## config.mk

```make
export PLATFORM = sky130hd
export DESIGN_NAME = iord_exc_seq
export DESIGN_NICKNAME = d
export VERILOG_FILES = /design/src/rtl/iord_exc_seq.sv
export SDC_FILE = /design/constraint.sdc
export NUM_CORES = 1
export LEC_CHECK = 0
export BUFFER_PORTS_ARGS = -buffer_cell sky130_fd_sc_hd__buf_2
export CORE_ASPECT_RATIO = 1.1
export CORE_MARGIN = 2
export CORE_UTILIZATION = 43
export DETAILED_ROUTE_END_ITERATION = 8
export PLACE_DENSITY = 0.81
export SYNTH_ARGS = -nofsm -noshare
export SYNTH_HDL_FRONTEND = slang
export SYNTH_SLANG_ARGS = --single-unit
export TNS_END_PERCENT = 50
```

## constraint.sdc

```tcl
create_clock -name clk -period 2.35 [get_ports clk]
set_input_delay 0.3525 -clock clk [delete_from_list [all_inputs] [get_ports clk]]
set_output_delay 0.3525 -clock clk [all_outputs]
set_load 0.005 [all_outputs]
```

## src/rtl/iord_exc_seq.sv

```systemverilog
// Exception vector fetch sequencer: muxes the normal memory address, and on an
// exception request reads the vector byte and presents it as the new PC.
module iord_exc_seq #(
    parameter int WIDTH    = 32,
    parameter int NUM_EXC  = 3,
    parameter int VEC_BASE = 253,
    parameter int MEM_LAT  = 2
) (
    input  logic               clk,
    input  logic               reset,
    input  logic [1:0]         sel,
    input  logic [WIDTH-1:0]   pc,
    input  logic [WIDTH-1:0]   alu_out,
    input  logic [WIDTH-1:0]   result,
    input  logic [NUM_EXC-1:0] exc_req,
    input  logic [7:0]         mem_data,
    output logic [WIDTH-1:0]   addr,
    output logic               busy,
    output logic               pc_load,
    output logic [WIDTH-1:0]   pc_target,
    output logic [WIDTH-1:0]   epc,
    output logic [2:0]         exc_code
);

    typedef enum logic [1:0] {IDLE, WAIT, LOAD} state_t;

    state_t           state, state_n;
    logic [2:0]       cnt, cnt_n;
    logic             busy_n, pc_load_n;
    logic [WIDTH-1:0] pc_target_n, epc_n;
    logic [2:0]       exc_code_n;

    // Fixed priority: lowest set request index wins, higher ones are dropped.
    function automatic logic [2:0] lowest_idx(input logic [NUM_EXC-1:0] req);
        lowest_idx = '0;
        for (int i = NUM_EXC - 1; i >= 0; i--) begin
            if (req[i]) lowest_idx = 3'(i);
        end
    endfunction

    always_ff @(posedge clk) begin
        if (reset) begin
            state     <= IDLE;
            cnt       <= '0;
            busy      <= 1'b0;
            pc_load   <= 1'b0;
            pc_target <= '0;
            epc       <= '0;
            exc_code  <= '0;
        end else begin
            state     <= state_n;
            cnt       <= cnt_n;
            busy      <= busy_n;
            pc_load   <= pc_load_n;
            pc_target <= pc_target_n;
            epc       <= epc_n;
            exc_code  <= exc_code_n;
        end
    end

    always_comb begin
        state_n     = state;
        cnt_n       = cnt;
        busy_n      = busy;
        pc_load_n   = 1'b0;
        pc_target_n = pc_target;
        epc_n       = epc;
        exc_code_n  = exc_code;
        case (state)
            IDLE: begin
                if (|exc_req) begin
                    state_n    = WAIT;
                    busy_n     = 1'b1;
                    exc_code_n = lowest_idx(exc_req);
                    epc_n      = pc - WIDTH'(4);
                    cnt_n      = 3'(MEM_LAT - 1);
                end
            end
            WAIT: begin
                // Counter reaching zero marks the last cycle of memory latency.
                if (cnt == 3'd0) begin
                    state_n     = LOAD;
                    pc_load_n   = 1'b1;
                    pc_target_n = WIDTH'(mem_data);
                end else begin
                    cnt_n = cnt - 3'd1;
                end
            end
            LOAD: begin
                state_n = IDLE;
                busy_n  = 1'b0;
            end
            default: begin
                state_n = IDLE;
                busy_n  = 1'b0;
            end
        endcase
    end

    always_comb begin
        addr = '0;
        if (state == IDLE) begin
            case (sel)
                2'd0:    addr = pc;
                2'd1:    addr = alu_out;
                2'd2:    addr = result;
                default: addr = '0;
            endcase
        end else begin
            addr = WIDTH'(VEC_BASE) + WIDTH'(exc_code);
        end
    end

endmodule

```

==> metrics.cfg, run 1 <==
[clock_network]
cts-htree-levels=2
path_clk_slew_ns=0.09
post-cts-setup-buffers=0
clkLatencyLatePin_ns=0.30
hold_buffers=0
post_cts_resized=0
cts_buffers=5
numClockSinks=49
clockBufferDepth=2
cts-root-buf=clkbuf_8
cts_tree=built

[setup_path]
crit_family=buffers and inverters
regToRegStartpoint=state[0]
crit_chain=or2_2, buf_4, a211oi_1, a21oi_1, buf_2
slowest_delay_ns=0.38
crit_type=reg2out
path_buf_inv=2
r2r-end=epc[28]
worst_ep_required_time_ns=2.00
r2r_slack_ns=0.48
start_kind=flip-flop
crit_path_end_kind=output pin
ff2ff_path_depth=6
critPathMaxFanout=26
arrival_ns=1.65
critPathSlowestCell=or2_2

[synthesis]
avgSynthCellArea_um2=7.547
synth_edf_count=0
syn-cell-area_um2=3336
synthCells=442
ys_seq_elements=49
ys_warn_count=0
synth_seq_area_share_pct=29.41
synthArstFlopShare_pct=0
yosysUniqueCellTypes=42
synth-main-ff-cell=dfxtp_1

[timing]
hold_violations=0
max_freq_ghz=0.4994
drv_slew=0
maxSlewHeadroom_pct=38.56
setup_violations=0
finalCritPeriodShare_pct=85.21
min_period_ns=2.003
setup_slack_ns=0.3475
tns_ns=0
fin_skew_ns=0.004415
tightest_slew_ns=0.9216
rsz0062_at_grt=false

[place]
port_buffers=186
place_area_um2=4322
place.gp.congestion=0.9013
dp_slack_ns=0.04351
dpl.hpwl_mm=8.353

[pwr]
internal_power_uw=1587
total_power_uw=2455
p_clk_share_pct=21.2
p_per_area_nw_per_um2=555.6
p_seq_share_pct=41.3
comb_power_share_pct=37.5
p_sw_uw=867.4
switching_share_pct=35.34
ir_drop_mv=0.2375
p_leak_uw=0.002136

[detailed_routing]
antenna_left=0
initialDrtViolationCount=145
drc=0
vias=3812
viasPerCell=5.251
routed_wl_mm=10.64
firstDrtPassIters=4
routedWlPerCell_um=14.66

[die]
io_pins=212
initial_core_util_pct=44.63
die_h_um=96.38
die_w_um=87.98
dieArea_um2=8479
fp-row-count=33
core_um2=7473

[worst_hold_path]
hold_path.class=in2reg
min_to=pc_target[3]
whs_path_depth=3
min_from=mem_data[3]

[run]
drv_cap=0

[finish]
layout-drive-gt1-share_pct=35.91
area_delta_synth_final_pct=32.45
seqCellArea_um2=980.9
fillerInstances=706
final_util_pct=59.12
multi_input_area_um2=2146
antenna_cells=0
fin_nets=735
post-route-cell-area_um2=4418

[grt]
grt_max_degree=50
track_usage_pct=23.24
grt_pass1_wl_mm=15.50
antenna_found_initial=0
overflow=0
grt_pass1_vias=3336

[status]
status=complete, no violations

## synth_stat cells (all sizes together) (6+ instances only)
library cell	instances	area, um^2
nor2	97	364.1
a21oi	52	260.3
dfxtp	49	980.9
mux2i	32	320.3
buf	29	203.9
nand2	26	97.59
clkbuf	24	90.09
a211oi	16	120.1
a311oi	15	131.4
or4	12	97.59
o31ai	11	82.58
nor3	8	45.04
or3	8	50.05
o21ai	7	35.03
xor2	7	61.31
xnor2	6	52.55
## how the worst max path moves through the flow
stage / from / slack, ns / endpoint / cells past startpoint
finish: state[0] / 0.35 / addr[0] / 5
global route: pc[11] / 0.25 / epc[26] / 5
CTS: state[0] / 0.34 / addr[0] / 5
detailed placement: pc[11] / 0.04 / epc[28] / 5
global placement: pc[19] / 0.15 / epc[26] / 5
floorplan: pc[27] / 0.34 / epc[31] / 4
## sequential cells by signal (all words and copies together), names as in the netlist
| name | flops |
|---|---|
| exc_code | 2 |
| state | 2 |
| cnt | 3 |
| busy | 1 |
| pc_load | 1 |
| pc_target | 8 |
| epc | 32 |
## metal layers
| layer | up-vias | track usage, % | wire, um |
|---|---|---|---|
| met5 | - | 0 | 0 |
| met2 | 191 | 44.26 | 5391 |
| met4 | 0 | 8.077 | 180 |
| li1 | 1876 | - | - |
| met1 | 1733 | 26.39 | 4243 |
| met3 | 12 | 2.889 | 827 |
## cells by family after synthesis
kind of cell	synth area share, %
muxes	9.602
other	0.1124
adders and majority gates	1.500
buffers and inverters	9.265
DFF	29.41
and+or+nand+nor	26.71
xor gates and xnor gates	3.413
AOI/OAI and AO/OA	19.99
## power groups by stage
stage	clock network (uW)	logic [uW]	registers (uW)
floorplan	0	512	1030
global placement	0	894	1030
detailed placement	0	920	1030
CTS	536	923	1010
global route	570	1020	1030
finish	520	922	1010
## worst register-to-register path, cell delays in order, from the launching register on
cell and delay, ns:
dfxtp_1 0.33, or2_2 0.38, buf_4 0.26, nor2_4 0.14, buf_4 0.30, nor2_1 0.10
a311oi_1 0.27
## cells in the final DEF, fill, tap and decap left out, types with 2 or more instances in the layout
cell type    n
a211oi_1    16
a21o_1       2
a21oi_1     52
a311oi_1    15
buf_2      186
buf_4       13
clkbuf_8     6
conb_1      25
dfxtp_1     49
ha_1         4
inv_1        4
mux2i_1     32
nand2_1     26
nand2b_1     4
nand3_1      3
nand4_1      4
nor2_1      96
nor2b_1      2
nor3_1       7
nor4_1       2
o21ai_0      7
o31ai_1     11
or2_2        4
or3_1        8
or4_1       10
or4_4        2
xnor2_1      6
xor2_1       7
## stage by stage
stage,hold WS (ns),cells
floorplan,0.4450,466
global placement,0.4393,718
detailed placement,0.4441,718
CTS,0.2767,726
global route,0.2800,726
finish,0.2835,726
## cell type report
| type | count | area share, % |
|---|---|---|
| tap | 105 | 2.974 |
| inverter | 4 | 0.3398 |
| sequential | 49 | 22.20 |
| multi-input combinational | 360 | 48.57 |
| clock buffer | 6 | 1.869 |
| timing repair buffer | 200 | 23.73 |
| clock inverter | 2 | 0.3115 |
Note: power is estimated with default switching activity, not from simulation.
==> run 2: changes to the inputs <==
- BUFFER_PORTS_ARGS: -buffer_cell sky130_fd_sc_hd__buf_2 -> not set
- CELL_PAD_IN_SITES_DETAIL_PLACEMENT: not set -> 1
- CELL_PAD_IN_SITES_GLOBAL_PLACEMENT: not set -> 1
- DONT_BUFFER_PORTS: not set -> 1
- GPL_TIMING_DRIVEN: not set -> 0
- PLACE_DENSITY: 0.81 -> not set
- PLACE_DENSITY_LB_ADDON: not set -> 0.1
==> run 2 against run 1 <==
Sequential power increased by 4%. Via count fell by 13%. Sequential share of layout area increased by 4.7 points. Clock-buffer cell count stayed put. Core utilization is 10 points lower. Maximum frequency shrank 13%. Die area is the same. Power down 9.6%. Final cell count down 20%. Final area shrank 17%. Global-route usage increased by 0.97 points.
==> metrics.cfg, run 2 (synthesis gave the netlist of run 1 again) <==
[die]
fp-row-count=33  ; unchanged
initial_core_util_pct=44.63  ; unchanged
die_w_um=87.98  ; unchanged
core_um2=7473  ; unchanged
io_pins=212  ; unchanged
die_h_um=96.38  ; unchanged
dieArea_um2=8479  ; unchanged

[detailed_routing]
drc=0  ; unchanged
routedWlPerCell_um=19.06  ; +30%
antenna_left=0  ; unchanged
vias=3308  ; -13%
firstDrtPassIters=4  ; unchanged
viasPerCell=5.723  ; +9.0%
initialDrtViolationCount=63  ; -57%
routed_wl_mm=11.02  ; +3.5%

[grt]
track_usage_pct=24.21  ; +0.97 points
overflow=0  ; unchanged
grt_max_degree=15  ; -70%
grt_pass1_vias=3131  ; -6.1%
antenna_found_initial=0  ; unchanged
grt_pass1_wl_mm=15.93  ; +2.8%

[timing]
maxSlewHeadroom_pct=48.48  ; +9.9 points
rsz0062_at_grt=false
setup_violations=0  ; unchanged
finalCritPeriodShare_pct=98.41  ; +13 points
min_period_ns=2.313  ; +0.3100 ns
hold_violations=0  ; unchanged
tightest_slew_ns=0.7657  ; -0.1559 ns
max_freq_ghz=0.4324  ; -13%
drv_slew=0  ; unchanged
fin_skew_ns=0.01194  ; +0.007528 ns

[place]
place.gp.congestion=0.7996  ; -11%
place_area_um2=3557  ; -18%
dpl.hpwl_mm=9.027  ; +8.1%
port_buffers=0  ; -100%

[status]
status=complete, no violations

[clock_network]
path_clk_slew_ns=0.09  ; about the same
post-cts-setup-buffers=0  ; unchanged
clockBufferDepth=2  ; unchanged
clkLatencyLatePin_ns=0.30  ; about the same
cts_tree=built
cts_buffers=5  ; unchanged
numClockSinks=49  ; unchanged
cts-root-buf=clkbuf_8
cts-htree-levels=2  ; unchanged

[run]
drv_cap=0  ; unchanged

[finish]
layout-drive-gt1-share_pct=9.937  ; -26 points
final_common_cell=nor2_1
area_delta_synth_final_pct=9.377
regMostFlops=epc
post-route-cell-area_um2=3649  ; -17%
reg_top3=epc (32), pc_target (8), cnt (3)
antenna_cells=0  ; unchanged
final_cell_mix=nor2_1 (97), a21oi_1 (52), dfxtp_1 (49)
largest_register_ff_count=32  ; unchanged
fin_nets=588  ; -20%

[setup_path]
critPathMaxFanout=10  ; -62%
crit_path_end_kind=output pin
worst_ep_required_time_ns=2.00  ; about the same
arrival_ns=1.96  ; +0.31 ns
crit_type=in2out
start_kind=input pin

[pwr]
total_power_uw=2220  ; -9.6%
ir_drop_mv=0.2242  ; -5.6%
p_leak_uw=0.001427  ; -33%
p_per_area_nw_per_um2=608.5  ; +9.5%

[worst_hold_path]
hold_path.class=in2reg

[run 2: layout make-up]
cell class | count | area, um^2
inverters | 4 | 15.01
clock buffers | 6 | 82.58
clock inverters | 1 | 7.507
multi-input cells | 360 | 2136
flip-flops and latches | 49 | 980.9
well taps | 105 | 131.4
fillers | 965 | 3825
plain buffers | 53 | 295.3
[run 2: final timing paths]
kind	start	endpoint	slack (ns)	depth (start not counted)
setup reg to reg	state[1]	epc[12]	0.21	5
hold reg to reg	pc_target[5]	pc_target[5]	0.48	2
setup / recovery	sel[1]	addr[6]	0.04	6
hold / removal	pc[2]	epc[2]	0.13	1
[run 2: report_power, final]
group / switching (uW) / internal, uW
Sequential: 104 / 948
Clock: 281 / 233
Combinational: 413 / 241
[run 2: stage by stage]
| stage | hold WS [ns] | TNS (ns) | instances | utilization [%] | setup WS (ns) |
|---|---|---|---|---|---|
| 2_1_floorplan | 0.4450 | 0 | 466 | - | 0.3418 |
| 3_3_place_gp | 0.4530 | -0.2030 | 571 | 47.60 | -0.03504 |
| 3_5_place_dp | 0.4534 | -0.8517 | 571 | 47.60 | -0.1508 |
| 4_1_cts | 0.1256 | 0 | 578 | 48.82 | 0.04205 |
| 5_1_grt | 0.1325 | 0 | 578 | 48.82 | 0.009529 |
| 6_report | 0.1334 | 0 | 578 | 48.82 | 0.03748 |
[run 2: repair_timing]
item                                    4_1_cts  5_1_grt
endpoints found under the setup margin        6        0
gates resized for setup                       1        0
hold endpoints to repair                      0        0
hold buffers                                  0        0
[run 2: worst max-delay path, stage by stage]
cell and delay (ns):
clkbuf_1 0.20, nor2b_1 0.16, clkbuf_1 0.29, clkbuf_1 0.53, a21oi_1 0.20, a21oi_1 0.23
[run 2: per-layer routing]
layer / vias up / GRT usage, % / routed length [um]
met4: 0 / 6.538 / 213
met5: - / 0 / 0
met3: 15 / 4.503 / 825
met2: 159 / 47.10 / 5756
met1: 1549 / 26.54 / 4223
li1: 1585 / - / -
